--- src/rtl/flght_pkg.sv ---
// flght_pkg: shared types and defaults for the flight-mode sequencer.
//   flt_state_t : sequencer state encoding (also exported on the debug port)
//   THRST_W     : thrust datapath width
//   *_DEF       : default parameter values for flght_seq
package flght_pkg;

  localparam int THRST_W        = 9;
  localparam int CAL_VLDS_DEF   = 256;
  localparam int FILL_VLDS_DEF  = 14;
  localparam int RAMP_STEP_DEF  = 4;
  localparam int TMO_CYCLES_DEF = 2_500_000;

  typedef enum logic [2:0] {
    IDLE   = 3'd0,
    CAL    = 3'd1,
    SETTLE = 3'd2,
    FLY    = 3'd3,
    LAND   = 3'd4
  } flt_state_t;

endpackage

--- src/rtl/flght_seq_thrst_ramp.sv ---
// thrst_ramp: registered slew limiter for the thrust fed to the datapath.
//   clk, rst_n     : clock, async active-low reset
//   target         : requested thrust
//   step_en        : move one step towards the target this cycle
//   force_zero_tgt : ignore target and ramp towards zero (landing)
//   clr            : synchronous clear to zero
//   thrst          : slew-limited thrust
module thrst_ramp
  import flght_pkg::*;
#(
  parameter int RAMP_STEP = RAMP_STEP_DEF
) (
  input  logic               clk,
  input  logic               rst_n,
  input  logic [THRST_W-1:0] target,
  input  logic               step_en,
  input  logic               force_zero_tgt,
  input  logic               clr,
  output logic [THRST_W-1:0] thrst
);

  localparam logic [THRST_W:0] STEP_W = (THRST_W + 1)'(RAMP_STEP);

  logic [THRST_W-1:0] thrst_q, thrst_d;
  // one extra bit so thrst+step and target+step never wrap
  logic [THRST_W:0]   cur_w, tgt_w, up_w;
  logic [THRST_W-1:0] dn_w;

  always_comb begin
    tgt_w   = force_zero_tgt ? '0 : {1'b0, target};
    cur_w   = {1'b0, thrst_q};
    up_w    = cur_w + STEP_W;
    dn_w    = thrst_q - STEP_W[THRST_W-1:0];
    thrst_d = thrst_q;
    if (clr) begin
      thrst_d = '0;
    end else if (step_en) begin
      if (cur_w < tgt_w) begin
        thrst_d = (up_w >= tgt_w) ? tgt_w[THRST_W-1:0] : up_w[THRST_W-1:0];
      end else if (cur_w > tgt_w) begin
        // dn_w only taken when thrst exceeds target by more than a step
        thrst_d = (cur_w > tgt_w + STEP_W) ? dn_w : tgt_w[THRST_W-1:0];
      end
    end
  end

  always_ff @(posedge clk or negedge rst_n) begin
    if (!rst_n) thrst_q <= '0;
    else        thrst_q <= thrst_d;
  end

  assign thrst = thrst_q;

endmodule

--- src/rtl/flght_seq.sv ---
// flght_seq: flight-mode sequencer. Steps the PD datapath through arming,
// inertial calibration, D-queue fill, flight and controlled landing, with a
// comm-loss watchdog that forces a landing.
//   clk, rst_n          : clock, async active-low reset
//   arm, disarm         : single-cycle mode requests (disarm wins)
//   cmd_rdy             : new command received, kicks the watchdog
//   thrst_cmd           : requested thrust
//   vld_in              : inertial reading strobe
//   inertial_cal        : motors at calibration speed
//   vld_out             : vld_in qualified by state
//   thrst               : slew-limited thrust
//   motors_en, tmo_flt  : motor enable, sticky comm-loss fault
//   state               : current state, debug
//
// state  | meaning
// IDLE   | motors off, waiting for arm
// CAL    | inertial calibration, counting CAL_VLDS strobes
// SETTLE | filling the datapath D queue, counting FILL_VLDS strobes
// FLY    | thrust tracks thrst_cmd, watchdog running
// LAND   | ramp thrust to zero, then IDLE
module flght_seq
  import flght_pkg::*;
#(
  parameter int CAL_VLDS   = CAL_VLDS_DEF,
  parameter int FILL_VLDS  = FILL_VLDS_DEF,
  parameter int RAMP_STEP  = RAMP_STEP_DEF,
  parameter int TMO_CYCLES = TMO_CYCLES_DEF
) (
  input  logic               clk,
  input  logic               rst_n,
  input  logic               arm,
  input  logic               disarm,
  input  logic               cmd_rdy,
  input  logic [THRST_W-1:0] thrst_cmd,
  input  logic               vld_in,
  output logic               inertial_cal,
  output logic               vld_out,
  output logic [THRST_W-1:0] thrst,
  output logic               motors_en,
  output logic               tmo_flt,
  output logic [2:0]         state
);

  localparam int CNT_MAX = (CAL_VLDS > FILL_VLDS) ? CAL_VLDS : FILL_VLDS;
  localparam int CNT_W   = $clog2(CNT_MAX + 1);
  localparam int WD_W    = $clog2(TMO_CYCLES);

  flt_state_t       state_q, state_d;
  logic [CNT_W-1:0] cnt_q, cnt_d;
  logic [WD_W-1:0]  wd_q, wd_d;
  logic             tmo_q, tmo_d;
  logic             wd_term;
  logic             in_air;

  assign wd_term = (wd_q == WD_W'(TMO_CYCLES - 1));
  assign in_air  = (state_q == FLY) || (state_q == LAND);

  always_ff @(posedge clk or negedge rst_n) begin
    if (!rst_n) begin
      state_q <= IDLE;
      cnt_q   <= '0;
      wd_q    <= '0;
      tmo_q   <= 1'b0;
    end else begin
      state_q <= state_d;
      cnt_q   <= cnt_d;
      wd_q    <= wd_d;
      tmo_q   <= tmo_d;
    end
  end

  always_comb begin
    state_d = state_q;
    cnt_d   = cnt_q;
    wd_d    = wd_q;
    tmo_d   = tmo_q;
    unique case (state_q)
      IDLE: begin
        if (arm && !disarm) begin
          state_d = CAL;
          cnt_d   = '0;
          tmo_d   = 1'b0;
        end
      end
      CAL: begin
        if (disarm) begin
          state_d = IDLE;
        end else if (vld_in) begin
          if (cnt_q == CNT_W'(CAL_VLDS - 1)) begin
            state_d = SETTLE;
            cnt_d   = '0;
          end else begin
            cnt_d = cnt_q + 1'b1;
          end
        end
      end
      SETTLE: begin
        if (disarm) begin
          state_d = IDLE;
        end else if (vld_in) begin
          if (cnt_q == CNT_W'(FILL_VLDS - 1)) begin
            state_d = FLY;
            wd_d    = '0;
          end else begin
            cnt_d = cnt_q + 1'b1;
          end
        end
      end
      FLY: begin
        wd_d = cmd_rdy ? '0 : wd_q + 1'b1;
        if (disarm) begin
          state_d = LAND;
        end else if (wd_term && !cmd_rdy) begin
          state_d = LAND;
          tmo_d   = 1'b1;
        end
      end
      LAND: begin
        if (thrst == '0) state_d = IDLE;
      end
      default: state_d = IDLE;
    endcase
  end

  always_comb begin
    motors_en    = (state_q != IDLE);
    inertial_cal = (state_q == CAL);
    vld_out      = vld_in && ((state_q == SETTLE) || in_air);
  end

  thrst_ramp #(
    .RAMP_STEP(RAMP_STEP)
  ) u_ramp (
    .clk           (clk),
    .rst_n         (rst_n),
    .target        (thrst_cmd),
    .step_en       (vld_in && in_air),
    .force_zero_tgt(state_q == LAND),
    .clr           (!in_air),
    .thrst         (thrst)
  );

  assign tmo_flt = tmo_q;
  assign state   = state_q;

endmodule

--- config.mk ---
export PLATFORM = sky130hd
export DESIGN_NAME = flght_seq
export DESIGN_NICKNAME = d
export VERILOG_FILES = /design/src/rtl/flght_pkg.sv /design/src/rtl/flght_seq_thrst_ramp.sv /design/src/rtl/flght_seq.sv
export SDC_FILE = /design/constraint.sdc
export NUM_CORES = 1
export LEC_CHECK = 0
export ABC_AREA = 0
export CAP_MARGIN = 10
export CORE_MARGIN = 2
export CORE_UTILIZATION = 45
export CTS_BUF_LIST = sky130_fd_sc_hd__clkbuf_8
export DETAILED_ROUTE_END_ITERATION = 10
export GPL_TIMING_DRIVEN = 0
export SYNTH_ARGS = -nofsm -noshare
export SYNTH_HDL_FRONTEND = slang
export SYNTH_SLANG_ARGS = --single-unit
--- constraint.sdc ---
create_clock -name clk -period 8.43 [get_ports clk]
set_input_delay 1.686 -clock clk [delete_from_list [all_inputs] [get_ports clk]]
set_output_delay 1.686 -clock clk [all_outputs]
set_load 0.03 [all_outputs]
==> results.json <==
{
  "status": "finished clean",
  "clk_pin_slew_ns": 0.08,
  "crit_slowest_cell": "clkdlybuf4s50_1",
  "slew_violations": 0,
  "coreArea_um2": 7727,
  "ctsResizeCount": 0,
  "synthToLayoutAreaGrowth_pct": 15.65,
  "p_int_uw": 453.3,
  "die_h_um": 93.52,
  "finalCritPeriodShare_pct": 58.28,
  "yosys.area.top_type_share_pct": 30.53,
  "cts_num_sinks": 44,
  "synth-compound-area-share_pct": 20.78,
  "synthArstFlopShare_pct": 100.0,
  "syn-num-nets": 487,
  "cts_tree": "done",
  "start_util_pct": 46.66,
  "drtPass1Iterations": 4,
  "use_met3_pct": 3.223,
  "drtIter0Drc": 141,
  "die_area_um2": 8745,
  "avgRoutedWirePerCell_um": 16.38,
  "viasPerCell": 5.855,
  "fin_nets": 525,
  "grt_pass1_vias": 3233,
  "synth_fa_ha_area_share_pct": 11.10,
  "place_ws_ns": 3.499,
  "synth_top_family_by_area": "simple AND/OR/NAND/NOR gates",
  "ys_types": 65,
  "whs_path_depth": 1,
  "slew-limit-headroom_pct": 60.90,
  "grtUsageMet2_pct": 37.65,
  "hold_class": "flip-flop to flip-flop",
  "cap_violations": 0,
  "synth-xor-area-share_pct": 4.615,
  "rsz0062_at_grt": "no",
  "cp_top_family": "buffers and inverters",
  "ys_warn_count": 0,
  "synth_edf_count": 0,
  "dp_hpwl_mm": 7.268,
  "p_sw_uw": 307.1,
  "insertion_delay_ns": 0.31,
  "pin_count": 31,
  "grt_pass1_wl_mm": 15.99,
  "skew_ns": 0.007371,
  "leakage_uw": 0.001835,
  "top_usage_layer": "met2",
  "power_frac_comb_pct": 42.7,
  "finalHoldViolCount": 0,
  "gp_congestion": 0.9147,
  "reg2reg_from": "state[1]",
  "met1_usage_pct": 31.04,
  "synthFlopType": "dfrtp_1",
  "synth_cells": 440,
  "fin_area_um2": 4170,
  "startpoint_type": "input pin",
  "path_max_fanout": 5,
  "vias": 3402,
  "synth-seq-cells": 44,
  "clkPwrFrac_pct": 23.4,
  "max_freq_mhz": 203.5,
  "grt.overflow.total": 0,
  "synth.top_cells.by_area": "dfrtp_1 (31%), ha_1 (11%), o21ai_0 (6.0%)",
  "antenna_found_initial": 0,
  "drive_above_1_share_pct": 6.054,
  "clock_path_buffers": 2,
  "placed_area_um2": 4049,
  "yosysMostFrequentCell": "nand2_1",
  "wirelength_mm": 9.518,
  "critPathRequiredTime_ns": 6.74,
  "yosysSeqAreaShare_pct": 30.53,
  "ctsRootBufferMaster": "clkbuf_8",
  "p_seq_share_pct": 33.9,
  "vdd_drop_max_mv": 0.1004,
  "yosys.area.top_type": "dfrtp_1",
  "syn_avg_cell_area_um2": 8.195,
  "cp.arrival_ns": 3.23,
  "crit_type": "input pin to primary output",
  "crit_buf_inv": 3,
  "cts_hold_buffers": 0,
  "swShare_pct": 40.39,
  "synth_simple_gate_area_share_pct": 27.13,
  "crit_path_frequent_cell": "clkdlybuf4s50_1",
  "reg2reg_depth": 15,
  "htreeDepth": 2,
  "r2r_slack_ns": 4.64,
  "tightest_slew_ns": 0.5786,
  "synthTopCellsByCount": "nand2_1 (50), dfrtp_1 (44), o21ai_0 (43)",
  "p_per_area_nw_per_um2": 182.4,
  "netlist_area_um2": 3606,
  "die_w_um": 93.52,
  "grt.total_usage_pct": 22.67,
  "worstHoldStart": "wd_q[21]",
  "drc_errors": 0,
  "finalWorstSetupSlack_ns": 3.517,
  "cp_num_cells": 4,
  "grt_max_degree": 34,
  "ant_nets": 0,
  "cp-end-kind": "primary output",
  "power_uw": 760.5,
  "yosys-mux-area-fraction_pct": 1.423,
  "setup_violations": 0,
  "cp_cell_sequence": "clkdlybuf4s50_1 > inv_1 > a21oi_1 > clkdlybuf4s50_1",
  "numCtsBuffers": 5,
  "portBuffers": 30,
  "rows": 32,
  "crit_start": "vld_in",
  "antenna_cells": 0,
  "period_needed_ns": 4.913,
  "post_cts_buffers": 0,
  "setup_tns_ns": 0,
  "slowest_delay_ns": 0.70
}
-- cell type report --
cell class	count	area, um2
Tap cell	102	127.6
Timing Repair Buffer	31	315.3
Buffer	19	95.09
Clock buffer	6	82.58
Sequential cell	44	1101
Inverter	17	63.81
Multi-Input combinational cell	360	2346
Fill cell	728	3557
Clock inverter	2	38.79
-- power by group through the flow --
stage	combinational [uW]	clock, uW	sequential (uW)
floorplan	213	0	268
global placement	321	0	261
detailed placement	324	0	262
CTS	325	183	258
global route	363	191	262
finish	325	178	258
-- worst register-to-register path, delay by kind of cell, from the launching register on --
kind | cells | cell delay [ns]
AND/OR/NAND/NOR | 7 | 1.58
AO/OA/AOI/OAI | 2 | 0.64
adder cells (fa/ha/maj) | 2 | 0.48
buffers and inverters | 3 | 0.45
flip-flops | 1 | 0.40
XOR/XNOR | 1 | 0.12
-- flip-flops by register name, indices dropped and copies added (netlist names) --
name / cells
cnt_q: 9
state: 3
tmo_flt: 1
u_ramp.thrst: 9
wd_q: 22
-- final timing paths --
| path | to |
|---|---|
| min | wd_q[21] |
| max in group asynchronous | wd_q[2] |
| max reg2reg | u_ramp.thrst[8] |
| max | vld_out |
| min reg2reg | wd_q[21] |
| min in group asynchronous | u_ramp.thrst[0] |
-- metal layers --
metal	routed length [um]	part of all wire, %
met3	352	3.7
met5	0	0
met1	4549	48
met2	4500	47
met4	115	1.2
-- cell families (layout without fill, tap and decap cells) --
family                   Yosys count  count (layout)
AND/OR/NAND/NOR                  190             190
AO/OA/AOI/OAI                    114             114
flip-flops                        44              44
buffers and inverters             36              75
adder cells (fa/ha/maj)           32              32
XOR/XNOR                          19              19
multiplexers                       5               5
-- cells in the final DEF (no fill, tap or decap), types with 2 or more instances in the layout --
cell             instances
o221ai_1                 2
and2_1                   2
dfrtp_1                 44
buf_6                    2
nand2b_1                 8
o21ai_0                 43
clkdlybuf4s50_1         29
clkbuf_1                11
xnor2_1                 12
nor2_1                  34
clkbuf_8                 6
nand4_1                 13
or3_1                    3
buf_2                    5
ha_1                    32
nand2_1                 50
o31ai_1                  7
o41ai_1                  6
nor3_1                  17
a211oi_1                 4
a221oi_1                 3
a32oi_1                  2
inv_1                   17
a21o_1                   7
nand3_1                 26
a21oi_1                 19
mux2i_1                  4
and3_1                  12
and4b_1                  2
nor4_1                   2
xor2_1                   7
a31oi_1                  4
nor2b_1                  2
nor4b_1                  6
-- metrics by stage --
step | std cells | hold WS (ns) | utilization, %
2_1_floorplan | 440 | 0.4426 | -
3_3_place_gp | 572 | 0.4639 | 52.20
3_5_place_dp | 573 | 0.4716 | 52.40
4_1_cts | 581 | 0.4894 | 53.97
5_1_grt | 581 | 0.5342 | 53.97
6_report | 581 | 0.4910 | 53.97
No activity file was read; power rests on OpenSTA's default activity.
